**config.mk**
```make
export PLATFORM = sky130hd
export DESIGN_NAME = dr_word_serializer
export DESIGN_NICKNAME = d
export VERILOG_FILES = /design/src/rtl/dr_word_serializer.sv
export SDC_FILE = /design/constraint.sdc
export NUM_CORES = 1
export LEC_CHECK = 0
export CAP_MARGIN = 25
export CORE_MARGIN = 2
export CORE_UTILIZATION = 59
export DETAILED_ROUTE_END_ITERATION = 6
export GPL_TIMING_DRIVEN = 0
export PLACE_DENSITY = 0.93
export SETUP_SLACK_MARGIN = 0.05
export SLEW_MARGIN = 20
export SYNTH_ARGS = -nofsm -noshare
export SYNTH_HDL_FRONTEND = slang
export SYNTH_SLANG_ARGS = --single-unit
```
**constraint.sdc**
```tcl
create_clock -name clk -period 2.6 [get_ports clk]
set_input_delay 0.52 -clock clk [delete_from_list [all_inputs] [get_ports clk]]
set_output_delay 0.52 -clock clk [all_outputs]
set_load 0.02 [all_outputs]
```
**src/rtl/dr_word_serializer.sv**
```systemverilog
// dr_word_serializer: loads a parallel word and sends it MSB-first as
// four-phase return-to-zero dual-rail tokens on in0/in1. The detector's
// parity0/parity1 rails serve as the acknowledge. The block reports the rail
// that acknowledged the final token of each word.
module dr_word_serializer #(
    parameter int unsigned WIDTH   = 8,
    parameter int unsigned TIMEOUT = 255
) (
    input  logic             clk,
    input  logic             rst_n,
    input  logic [WIDTH-1:0] word_in,
    input  logic             word_valid,
    output logic             word_ready,
    output logic             in0,
    output logic             in1,
    input  logic             parity0,
    input  logic             parity1,
    output logic             result_valid,
    output logic             result_p1,
    output logic             err
);

    localparam int unsigned CW = (WIDTH > 1) ? $clog2(WIDTH) : 1;
    localparam int unsigned TW = $clog2(TIMEOUT + 1);
    localparam logic [CW-1:0] LAST_BIT = CW'(WIDTH - 1);
    localparam logic [TW-1:0] TMAX     = TW'(TIMEOUT);

    typedef enum logic [2:0] {
        IDLE,
        NULLCHK,
        DRIVE,
        WAIT_ACK,
        WAIT_NULL,
        DONE,
        ERRDRAIN
    } state_t;

    state_t            state, state_n;
    logic              p0_meta, p1_meta, s0, s1;
    logic [WIDTH-1:0]  shreg;
    logic [CW-1:0]     bitcnt;
    logic [TW-1:0]     tcnt;
    logic              last_p1;

    logic              rail0_n, rail1_n;
    logic              load, shift, capture, set_err, tclr;
    logic              quiet, tmo, waiting;

    assign quiet   = ~s0 & ~s1;
    assign tmo     = (tcnt == TMAX);
    assign waiting = (state == NULLCHK) || (state == WAIT_ACK) || (state == WAIT_NULL);

    // Two-flop synchronizers for the asynchronous acknowledge rails
    always_ff @(posedge clk or negedge rst_n) begin
        if (!rst_n) begin
            p0_meta <= 1'b0;
            p1_meta <= 1'b0;
            s0      <= 1'b0;
            s1      <= 1'b0;
        end else begin
            p0_meta <= parity0;
            p1_meta <= parity1;
            s0      <= p0_meta;
            s1      <= p1_meta;
        end
    end

    // State register
    always_ff @(posedge clk or negedge rst_n) begin
        if (!rst_n) state <= IDLE;
        else        state <= state_n;
    end

    // Next-state, next rail values and datapath controls
    always_comb begin
        state_n = state;
        rail0_n = in0;
        rail1_n = in1;
        load    = 1'b0;
        shift   = 1'b0;
        capture = 1'b0;
        set_err = 1'b0;
        tclr    = 1'b0;
        case (state)
            IDLE: begin
                if (word_valid && word_ready) begin
                    load    = 1'b1;
                    tclr    = 1'b1;
                    state_n = NULLCHK;
                end
            end
            NULLCHK: begin
                if (quiet) begin
                    state_n = DRIVE;
                end else if (tmo) begin
                    set_err = 1'b1;
                    state_n = ERRDRAIN;
                end
            end
            DRIVE: begin
                rail1_n = shreg[WIDTH-1];
                rail0_n = ~shreg[WIDTH-1];
                tclr    = 1'b1;
                state_n = WAIT_ACK;
            end
            WAIT_ACK: begin
                if (s0 ^ s1) begin
                    capture = 1'b1;
                    rail0_n = 1'b0;
                    rail1_n = 1'b0;
                    tclr    = 1'b1;
                    state_n = WAIT_NULL;
                end else if ((s0 && s1) || tmo) begin
                    set_err = 1'b1;
                    rail0_n = 1'b0;
                    rail1_n = 1'b0;
                    state_n = ERRDRAIN;
                end
            end
            WAIT_NULL: begin
                if (quiet) begin
                    if (bitcnt == LAST_BIT) begin
                        state_n = DONE;
                    end else begin
                        shift   = 1'b1;
                        state_n = DRIVE;
                    end
                end else if (tmo) begin
                    set_err = 1'b1;
                    state_n = ERRDRAIN;
                end
            end
            DONE: begin
                state_n = IDLE;
            end
            ERRDRAIN: begin
                rail0_n = 1'b0;
                rail1_n = 1'b0;
                if (quiet) state_n = IDLE;
            end
            default: begin
                rail0_n = 1'b0;
                rail1_n = 1'b0;
                state_n = IDLE;
            end
        endcase
    end

    // Shift register, bit counter and captured acknowledge rail
    always_ff @(posedge clk or negedge rst_n) begin
        if (!rst_n) begin
            shreg   <= '0;
            bitcnt  <= '0;
            last_p1 <= 1'b0;
        end else begin
            if (load) begin
                shreg  <= word_in;
                bitcnt <= '0;
            end else if (shift) begin
                shreg  <= shreg << 1;
                bitcnt <= bitcnt + 1'b1;
            end
            if (capture) last_p1 <= s1;
        end
    end

    // Wait-state timeout counter; saturates at TIMEOUT
    always_ff @(posedge clk or negedge rst_n) begin
        if (!rst_n)                   tcnt <= '0;
        else if (tclr)                tcnt <= '0;
        else if (waiting && !tmo)     tcnt <= tcnt + 1'b1;
    end

    // Registered outputs, decoded from the upcoming state so they line up with it
    always_ff @(posedge clk or negedge rst_n) begin
        if (!rst_n) begin
            in0          <= 1'b0;
            in1          <= 1'b0;
            word_ready   <= 1'b0;
            result_valid <= 1'b0;
            result_p1    <= 1'b0;
            err          <= 1'b0;
        end else begin
            in0          <= rail0_n;
            in1          <= rail1_n;
            word_ready   <= (state_n == IDLE);
            result_valid <= (state_n == DONE);
            if (state_n == DONE) result_p1 <= last_p1;
            if (set_err)         err       <= 1'b1;
        end
    end

endmodule

```
# ---- Yosys cells after proc, flatten, opt, wreduce, memory -nomap -nowiden
# Index checks and enable logic that the tools add are counted.
dict set report totals {
  reg_bits 33
}
dict set report op_classes {
  reduce_logical 14
  n_eq_ne 10
  muxes 32
  n_addsub 2
  bitwise 6
}
# operator count
set op_table {}
lappend op_table {{8-bit two-way mux} 4}
lappend op_table {{3-bit two-way mux} 10}
lappend op_table {{3-bit one-hot mux with 6 select lines} 1}
lappend op_table {{3-bit equality test (second input constant)} 5}
lappend op_table {{1-bit two-way mux} 13}
lappend op_table {{1-bit one-hot mux with 3 select lines} 3}
lappend op_table {{8-bit by 1-bit adder with 8-bit output (second input constant)} 1}
lappend op_table {{8-bit equality test (second input constant)} 1}
lappend op_table {{3-bit by 2-bit equality test with 1-bit output (second input constant)} 2}
lappend op_table {{3-bit zero test} 2}
lappend op_table {{1-bit NOT} 4}
lappend op_table {{2-bit nonzero test} 2}
lappend op_table {{4-bit OR reduction} 1}
lappend op_table {{3-bit by 1-bit adder with 3-bit output (second input constant)} 1}
lappend op_table {{3-bit by 1-bit equality test with 1-bit output (second input constant)} 1}
lappend op_table {{1-bit logical AND} 3}
lappend op_table {{1-bit logical OR} 3}
lappend op_table {{3-bit by 1-bit inequality test with 1-bit output (second input constant)} 1}
lappend op_table {{1-bit one-hot mux with 2 select lines} 1}
lappend op_table {{2-bit AND reduction} 1}
lappend op_table {{2-bit OR reduction} 1}
lappend op_table {{1-bit AND} 1}
lappend op_table {{1-bit zero test} 1}
lappend op_table {{1-bit bitwise XOR} 1}

# ---- Longest topological paths before layout
dict set report logic_depth {
  ltp_word 6
  ltp_mapped 7
  depth_no_buf 6
}

# ---- Worst setup path before layout
# No wires, ideal clock.
dict set report synth_timing {
  path_kind {register -> register}
  from {register s0}
  to {register in0}
  slack_ns 0.996
  stages_incl_launch_ff 7
  setup_ns 0.125
  required_time_ns 2.475
  arrival_time_ns 1.479
  period_less_slack_ns 1.604
  path_cell_list {dfrtp_1 > inv_1 > ha_1 > nor4b_1 > o21ai_0 > nand2_1 > mux2_2}
}
dict set report synth_via {
  elab_chain_len 4
}
# item line
set synth_lines {}
lappend synth_lines {{start: declaration} 39} ;# logic p0_meta, p1_meta, s0, s1;
lappend synth_lines {{start signal: assignment} 63} ;# s0 <= p0_meta;
lappend synth_lines {{1-bit logical AND} 113} ;# end else if ((s0 && s1) || tmo) begin
lappend synth_lines {{1-bit logical OR} 113}
lappend synth_lines {{3-bit by 1-bit inequality test with 1-bit output (no source line)} n/a}
lappend synth_lines {{2-bit AND reduction (no source line)} n/a}
lappend synth_lines {{end signal: assignment} 184} ;# in0 <= rail0_n;
lappend synth_lines {{end: declaration} 14} ;# output logic in0,
# Parallel ways exist; a longest one is shown, timed or not.
# A chain may end at the register's enable or synchronous reset.

# ---- Worst setup path after layout
dict set report layout_timing {
  from {register bitcnt[0]}
  to {register shreg[5]}
}
dict set report layout_via {
  elab_chain_len 5
}
# item line
set layout_lines {}
lappend layout_lines {{start: declaration} 41} ;# logic [CW-1:0] bitcnt;
lappend layout_lines {{start signal: assignment} 161} ;# bitcnt <= bitcnt + 1'b1;
lappend layout_lines {{3-bit equality test} 122} ;# if (bitcnt == LAST_BIT) begin
lappend layout_lines {{1-bit two-way mux} 122}
lappend layout_lines {{1-bit two-way mux} 121} ;# if (quiet) begin
lappend layout_lines {{1-bit two-way mux} 84} ;# case (state)
lappend layout_lines {{2-bit nonzero test (no source line)} n/a}
lappend layout_lines {{end signal: assignment} 157} ;# shreg <= word_in;
lappend layout_lines {{end signal: assignment} 160} ;# shreg <= shreg << 1;
lappend layout_lines {{end: declaration} 40} ;# logic [WIDTH-1:0] shreg;
# No other way between the ends.

==> impl_metrics.py <==
metrics = {
    "run_status": {
        "status": "finished clean",
    },
    "clocking": {
        "numCtsBuffers": 5,
        "clk_latency_ns": 0.33,
        "cts_resized": 0,
        "cts_buffer_depth": 2,
        "postCtsSetupBuffers": 0,
        "clk_pin_slew_ns": 0.10,
        "hold_buffers": 0,
        "cts.sinks": 33,
        "cts_max_level": 2,
        "cts_tree": "done",
        "cts_root_buf": "clkbuf_4",
    },
    "logic_synthesis": {
        "netlist_area_sq_um": 1620,
        "synth_ff_type": "dfrtp_1",
        "synth.area.top_cells": "dfrtp_1 51%, ha_1 3.9%, a22o_1 3.8%, a21o_1 2.8%, inv_1 2.3%",
        "synth.top_cell.area_share": 0.510,
        "syn_avg_cell_area_sq_um": 11.1,
        "synth_seq_area_share": 0.510,
        "yosysWarnings": 0,
        "postSynthNetCount": 164,
        "yosysTopAreaCell": "dfrtp_1",
        "synth-seq-cells": 33,
        "synthDistinctLibCells": 46,
        "synth-async-reset-ratio": 1.00,
        "synthCells": 146,
        "synth_edf_count": 0,
    },
    "critical_path": {
        "r2r_end": "shreg[5]",
        "rrSetupSlack_ns": 0.77,
        "path_class": "reg2reg",
        "required_ns": 2.83,
        "cp-end-kind": "flip-flop",
        "worstPathMaxFanout": 10,
        "critPathLaunchType": "flip-flop",
        "cp_data_arrival_time_ns": 2.06,
        "r2r_cells": 6,
        "r2r-start": "bitcnt[0]",
    },
    "detailed_routing": {
        "via_per_inst": 6.28,
        "wl_per_cell_um": 15.5,
        "vias": 1268,
        "drt_iter0_drc": 38,
        "wl_um": 3130,
        "drc": 0,
        "dr.pass1.iters": 4,
        "ant_nets": 0,
    },
    "timing": {
        "final.period_utilization": 0.705,
        "fin_tns_setup_ns": 0,
        "max-slew-margin-rel": 0.532,
        "drv_slew": 0,
        "timing.fmax_mhz": 545,
        "hold_violations": 0,
        "setup_violations": 0,
        "final.setup_skew_ns": 0.0140,
        "worstMarginPinSlew_ns": 0.702,
        "rsz0062_at_grt": "false",
        "timing.final.crit_period_ns": 1.83,
    },
    "floorplan": {
        "die_h_um": 56.4,
        "pin_count": 19,
        "start_util": 0.603,
        "die_area_sq_um": 3180,
        "core-area_sq_um": 2690,
        "rows": 19,
        "die_x_um": 56.4,
    },
    "global_route": {
        "antenna_found_initial": 0,
        "grt_overflow": 0,
        "track_usage": 0.226,
        "grt_pass1_wl_um": 5580,
        "grt_pass1_vias": 1270,
        "grt_max_degree": 34,
    },
    "cells_and_area": {
        "nets": 189,
        "layout_commonest_cell": "dfrtp_1",
        "areaGrowthSynthToFinish_pct": 16.6,
        "final_cell_mix": "33 x dfrtp_1, 17 x clkdlybuf4s50_1, 10 x nand2_1, 10 x inv_1, 7 x a22o_1",
        "drive_gt1_frac": 0.117,
        "diodes": 0,
        "fin_util": 0.703,
    },
    "worst_hold_path": {
        "min_path_type": "in2async",
    },
    "placed_design": {
        "place_congestion": 0.865,
        "dp_hpwl_um": 2300,
        "io_buffer_count": 18,
    },
    "pwr": {
        "p_leak_nw": 0.879,
        "vdd_drop_max_mv": 0.678,
        "powerDensity_nw_per_um2": 981,
    },
    "flow_run": {
        "drv_cap": 0,
    },
}
layout make-up:
cell class | count | area (sq um)
plain buffers | 5 | 36.3
clock buffers | 7 | 55.1
fillers | 197 | 797
inverters | 10 | 37.5
multi-input cells | 98 | 721
flip-flops and latches | 33 | 826
well taps | 31 | 38.8
repair buffers | 18 | 175
synth_stat cells (all sizes together) (2+ instances only):
master,instances
nor3,3
nand2,10
o31ai,5
or4,2
buf,4
ha,5
a21oi,5
o211ai,2
a221oi,2
inv,10
dfrtp,33
mux2,3
a21o,6
nand2b,3
mux2i,3
a22o,7
nand3,5
nor2,5
nand4,2
o21ai,8
nor2b,2
or3,4
per-layer routing:
| metal | part of all wire | vias up | global-route usage |
|---|---|---|---|
| li1 | - | 593 | - |
| met2 | 0.51 | 30 | 0.373 |
| met5 | 0 | - | 0 |
| met3 | 0.045 | 3 | 0.0760 |
| met1 | 0.44 | 642 | 0.282 |
| met4 | 0.0077 | 0 | 0.0714 |
cell families (layout without fill, tap and decap cells):
logic type | count (synthesis) | in the layout | share of synthesized area
AO/OA/AOI/OAI | 44 | 44 | 0.208
AND/OR/NAND/NOR | 42 | 42 | 0.154
flip-flops | 33 | 33 | 0.510
buffers and inverters | 15 | 40 | 0.0456
multiplexers | 6 | 6 | 0.0394
adder cells (fa/ha/maj) | 5 | 5 | 0.0386
XOR/XNOR | 1 | 1 | 0.00541
worst max path at each step:
stage	slack [ns]	start	end	cells past startpoint
2_1_floorplan	1.0	s0	in0	6
4_1_cts	0.75	word_ready	word_ready	1
3_3_place_gp	0.45	rst_n	bitcnt[0]	1
3_5_place_dp	0.74	word_valid	shreg[6]	5
6_report	0.77	bitcnt[0]	shreg[5]	6
5_1_grt	0.69	word_ready	word_ready	1
sequential cells by signal (all words and copies together) (netlist names):
signal / flops
bitcnt: 3
result_p1: 1
result_valid: 1
err: 1
p1_meta: 1
word_ready: 1
tcnt: 8
last_p1: 1
s0: 1
p0_meta: 1
in0: 1
shreg: 8
s1: 1
state: 3
in1: 1
power breakdown:
part / total (mW) / switching (mW) / leakage [nW] / internal [mW]
clock: 0.287 / 0.159 / 0.0314 / 0.128
combinational: 0.779 / 0.420 / 0.422 / 0.359
sequential: 0.788 / 0.125 / 0.425 / 0.663
total: 1.85 / 0.704 / 0.879 / 1.15
critical path, stage by stage (launching register included):
cell and delay [ns]:
dfrtp_1 0.40, ha_1 0.20, ha_1 0.22, nor3_2 0.30, buf_2 0.29, mux2i_1 0.24
o21ai_1 0.08
stage by stage:
step	cells	power [mW]	setup WS [ns]	area, sq um	hold slack [ns]
floorplan	146	1.34	0.996	1620	0.224
global placement	195	1.52	0.452	1840	0.336
detailed placement	195	1.57	0.735	1830	0.341
CTS	202	1.86	0.747	1890	0.244
global route	202	1.98	0.693	1890	0.276
finish	202	1.85	0.766	1890	0.220
Note: power is estimated with default switching activity, not from simulation.
==> variant 1 (same settings) <==
Change the parameter `WIDTH` from 8 to 16.
--- a/src/rtl/dr_word_serializer.sv
+++ b/src/rtl/dr_word_serializer.sv
@@ -3,7 +3,7 @@
 // parity0/parity1 rails serve as the acknowledge. The block reports the rail
 // that acknowledged the final token of each word.
 module dr_word_serializer #(
-    parameter int unsigned WIDTH   = 8,
+    parameter int unsigned WIDTH   = 16,
     parameter int unsigned TIMEOUT = 255
 ) (
     input  logic             clk,
Interface: changed (resized word_in); port bits go from 19 to 27. The function was not compared with the original's and may differ.
==> variant 1 against the original RTL <==
  * Wire length increased by 33%
  * Cell count grew 29%
  * Critical path depth is 2 higher
  * Die area grew 21%
  * Sequential cell count increased by 9
  * Global-route usage rose by 1.7 points
  * Synthesized cell count increased by 23%
  * Largest cell class unchanged
  * Area after synthesis increased by 23%
  * Power rose by 21%
  * Design area up 27%
  * Core utilization up 2.5 points
  * Setup slack worse by 82 ps
  * Count of clock-buffer cells in the layout fell by 1
==> variant 1: results (changes against the original RTL) <==
[status]
outcome=finished clean

[worst_setup_path]
startpoint=s1$_DFF_PN0_
reg2reg_to=shreg[9]$_DFFE_PN0P_
crit_arrival_ps=2170  ; +110 ps
crit_end=shreg[9]$_DFFE_PN0P_
rrSetupSlack_ps=680  ; -80 ps
critPathMaxFanout=10  ; unchanged
reg2regPathDepth=8  ; +2

[synth]
synth_adder_area_share_pct=2.52  ; -1.3 points
synth_xor_area_share_pct=1.76  ; +1.2 points
ys_seq_area_share_pct=52.9  ; +1.9 points
synth_compound_area_share_pct=23.7  ; +3.0 points
yosys-top-cells-area=dfrtp_1 53%, a22o_1 7.0%, a21o_1 6.0%
ys_warn_count=0  ; unchanged
yosys-top-cells-count=42 x dfrtp_1, 16 x a21o_1, 16 x a22o_1
syn_area_per_cell_um2=11.1  ; about the same
synth_nets=204  ; +24%
synthMuxAreaShare_pct=1.57  ; -2.4 points
synth.distinct_cells=42  ; -8.7%
async_reset_ff_share_pct=100  ; unchanged

[layout]
top_regs=shreg: 16 flops, tcnt: 8 flops, bitcnt: 4 flops
antennaDiodeCount=0  ; unchanged
final_layout_size_suffix_gt1_share_pct=10.3  ; -1.4 points
finalNetCount=238  ; +26%

[sta]
skew_ps=13.4  ; -0.633 ps
slew_headroom_pct=71.0  ; +18 points

[drt]
via_per_inst=6.01  ; -4.3%
vias=1562  ; +23%
wire_per_inst_um=16.0  ; +3.3%
drtIter0Drc=117  ; +210%
first_pass_iters=4  ; unchanged

[global_route]
grt_pass1_vias=1491  ; +17%
grt.total_usage_pct=24.3  ; +1.7 points
antenna_found_initial=0  ; unchanged
grt_pass1_wl_um=6570  ; +18%
grt_max_degree=27  ; -21%

[placement]
place_congestion=0.826  ; -4.6%
port_buffers=26  ; +8
place_hpwl_um=3110  ; +35%
dp.cells=252  ; +29%

[clock_tree]
htree_num_levels=2  ; unchanged
clk_transition_reported_paths_ps=130  ; +30 ps
cts_resized=0  ; unchanged
post-cts-setup-buffer-count=0  ; unchanged
clk_latency_ps=370  ; +40 ps
cts_buffers=5  ; unchanged
cts_max_path_buffers=2  ; unchanged
ctsRootBufferMaster=clkbuf_4

[power]
p_leak_nw=1.16  ; +32%
vdd_ir_drop_max_mv=0.557  ; -18%

[hold_path]
holdCritPathClass=input pin to async pin

-- variant 1: metal layers --
metal	share of wire [%]	up-vias	routed length [um]	GRT usage (%)
met1	42	768	1740	30.0
met4	2.9	0	120	11.6
met3	4.5	12	189	7.25
met5	0	-	0	0
li1	-	735	-	-
met2	51	47	2110	39.1
-- variant 1: how the worst min path moves through the flow --
stage          slack, ps               endpoint
2_1_floorplan        220  bitcnt[0]$_DFFE_PN0P_
3_5_place_dp         340           s1$_DFF_PN0_
4_1_cts               70  result_p1$_DFFE_PN0N_
6_report              70  result_p1$_DFFE_PN0N_
5_1_grt               70  shreg[12]$_DFFE_PN0P_
3_3_place_gp         340           s0$_DFF_PN0_
-- variant 1: report_power, final --
group          internal, mW  switching [mW]
Clock                 0.130           0.215
Sequential            0.869           0.179
Combinational         0.414           0.434
Total                  1.41           0.829
-- variant 1: area by class of cell --
cell class	instances	area [um2]
buffer	8	51.3
clock buffer	6	51.3
clock inverter	2	12.5
fill	232	892
inverter	7	26.3
multi-input combinational	122	860
sequential	42	1050
tap	46	57.6
timing repair buffer	27	283
-- variant 1: metrics by stage --
step	hold WS, ps	area (um2)	total power [mW]	setup WS [ps]	util (%)
global route	68.8	2390	2.39	582	72.8
finish	70.7	2390	2.24	684	72.8
global placement	337	2310	1.82	92.9	70.2
CTS	73.2	2390	2.24	690	72.8
floorplan	224	1990	1.62	1010	-
detailed placement	345	2330	1.91	656	70.9
-- variant 1: critical path, cell delays in order (launching register included) --
cell	delay (ps)
dfrtp_1	400
inv_1	90
ha_1	160
clkbuf_1	290
and3_1	230
buf_4	180
buf_4	190
mux2i_1	200
o21ai_1	70
-- variant 1: kinds of logic after synthesis --
kind of cell	Yosys count
compound gates	64
buf+inv	15
fa+ha+maj	4
mux	3
xor+xnor	4
flops	42
simple gates	47
==> variant 2 (config.mk and constraints unchanged) <==
Made on the original files. Put one more register stage on the output `err`, without a reset. The value now appears one clock later. The other outputs are not delayed to match.
--- a/src/rtl/dr_word_serializer.sv
+++ b/src/rtl/dr_word_serializer.sv
@@ -35,6 +35,8 @@
         ERRDRAIN
     } state_t;
 
+    logic err_s0;
+
     state_t            state, state_n;
     logic              p0_meta, p1_meta, s0, s1;
     logic [WIDTH-1:0]  shreg;
@@ -179,16 +181,20 @@
             word_ready   <= 1'b0;
             result_valid <= 1'b0;
             result_p1    <= 1'b0;
-            err          <= 1'b0;
+            err_s0       <= 1'b0;
         end else begin
             in0          <= rail0_n;
             in1          <= rail1_n;
             word_ready   <= (state_n == IDLE);
             result_valid <= (state_n == DONE);
             if (state_n == DONE) result_p1 <= last_p1;
-            if (set_err)         err       <= 1'b1;
+            if (set_err)         err_s0    <= 1'b1;
         end
     end
 
+    always_ff @(posedge clk) begin
+        err <= err_s0;
+    end
+
 endmodule
 
Behaviour: not the same (Yosys sat finds a counterexample within 10 cycles, from zero or initial values and one cycle with rst_n low).
==> variant 2 against the original RTL <==
  * Design area up 2.1%
  * Wire length up 11%
  * Highest routed layer unchanged
  * Area after synthesis increased by 3.0%
  * First-iteration DRC count is 76% higher
  * Clock skew is 3.9 ps lower
  * Sequential cell count rose by 1
  * Setup slack got worse by 39 ps
  * Power up 0.59%
  * Hold slack gained 1.4 ps
==> variant 2: results (changes against the original RTL) <==
[clock_tree]
post-cts-setup-buffer-count=0  ; unchanged
cts_buffers=5  ; unchanged
ctsRootBufferMaster=clkbuf_4
clk_latency_ps=330  ; about the same
cts_max_path_buffers=2  ; unchanged
clk_transition_reported_paths_ps=100  ; about the same
cts_hold_buf=0  ; unchanged
htree_num_levels=2  ; unchanged
cts_resized=0  ; unchanged

[synth]
synth_nets=172  ; +4.9%
synth_compound_area_share_pct=20.6  ; -0.16 points
synthMuxAreaShare_pct=4.42  ; +0.48 points
async_reset_ff_share_pct=97.1  ; -2.9 points
synth_xor_area_share_pct=0.525  ; -0.016 points
synth_adder_area_share_pct=3.75  ; -0.11 points
synth_edf_count=0  ; unchanged
yosysTopAreaCell=dfrtp_1
ys_seq_area_share_pct=50.7  ; -0.29 points
yosys-top-cells-area=dfrtp_1 49%, ha_1 3.7%, a21o_1 3.1%
synth-main-ff-cell=dfrtp_1
synth_cells=154  ; +5.5%
yosys-top-cells-count=33 x dfrtp_1, 10 x nand2_1, 10 x nor2_1
ys_warn_count=0  ; unchanged
synth.distinct_cells=47  ; +2.2%

[global_route]
grt.total_usage_pct=23.6  ; +0.97 points
grt_max_degree=34  ; unchanged
grt_pass1_vias=1357  ; +6.9%
grt_pass1_wl_um=5950  ; +6.7%
antenna_found_initial=0  ; unchanged

[sta]
setup_violations=0  ; unchanged
skew_ps=10.1  ; -3.86 ps
slew_headroom_pct=52.7  ; -0.42 points

[drt]
drtIter0Drc=67  ; +76%
first_pass_iters=4  ; unchanged
vias=1335  ; +5.3%
wirelength_um=3470  ; +11%

[worst_setup_path]
cpLargestDelayFamily=buffers and inverters
crit_arrival_ps=2090  ; +30 ps
critPathMaxFanout=10  ; unchanged
critPathSlowestCell=dfrtp_1
critPathMaxStageDelay_ps=400  ; about the same

[layout]
final_layout_size_suffix_gt1_share_pct=12.3  ; +0.59 points
instances_no_fill=210  ; +4.0%
antennaDiodeCount=0  ; unchanged
top_regs=shreg: 8 flops, tcnt: 8 flops
nFillCells=197  ; unchanged

[power]
p_leak_nw=0.899  ; +2.3%
vdd_ir_drop_max_mv=0.678  ; about the same

[placement]
place_congestion=0.841  ; -2.8%
port_buffers=18  ; unchanged
place_hpwl_um=2480  ; +7.7%
placed_cell_area_mm2=0.00188  ; +2.7%
dp.cells=203  ; +4.1%
post-place-ws_ps=539  ; -197 ps

[hold_path]
holdCritPathClass=input pin to async pin

[status]
outcome=finished clean

==> variant 2: worst register-to-register path: stages, from the launching register on <==
cell and delay [ps]:
dfrtp_1 400, inv_1 60, ha_1 130, clkbuf_1 310, and4_1 250, buf_2 230, nor2_4 100, mux2_2 270
==> variant 2: routing by layer <==
layer	share of wire, %	global-route usage (%)	up-vias
li1	-	-	620
met1	41	29.8	656
met2	50	37.3	51
met3	7.1	7.71	8
met4	1.9	10.6	0
met5	0	0	-
==> variant 2: power breakdown <==
part | total (mW) | internal [mW] | switching, mW
sequential | 0.814 | 0.685 | 0.129
combinational | 0.790 | 0.359 | 0.430
clock | 0.261 | 0.102 | 0.159
==> variant 2: logic make-up after synthesis <==
family | count (synthesis)
AOI/OAI and AO/OA | 47
xor gates and xnor gates | 1
adders and majority gates | 5
buffers and inverters | 14
DFF | 34
muxes | 7
and+or+nand+nor | 46
==> variant 2: path summary, 6_finish.rpt <==
path / start / end / slack (ps) / cells after the start
max reg2reg: s0$_DFF_PN0_ / bitcnt[0]$_DFFE_PN0P_ / 730 / 7
min in group clk: p0_meta$_DFF_PN0_ / s0$_DFF_PN0_ / 360 / 0
min: rst_n / tcnt[7]$_DFFE_PN0P_ / 220 / 1
max in group asynchronous: rst_n / s1$_DFF_PN0_ / 1910 / 1
max: s0$_DFF_PN0_ / bitcnt[0]$_DFFE_PN0P_ / 730 / 7
min reg2reg: p0_meta$_DFF_PN0_ / s0$_DFF_PN0_ / 360 / 0
==> variant 2: layout make-up <==
type | instances | area (um2) | share of cell area (%)
multi-input cells | 106 | 756 | 39.2
flip-flops and latches | 34 | 846 | 43.9
plain buffers | 6 | 37.5 | 1.95
inverters | 8 | 30.0 | 1.56
well taps | 31 | 38.8 | 2.01
repair buffers | 18 | 175 | 9.09
clock buffers | 7 | 45.0 | 2.34
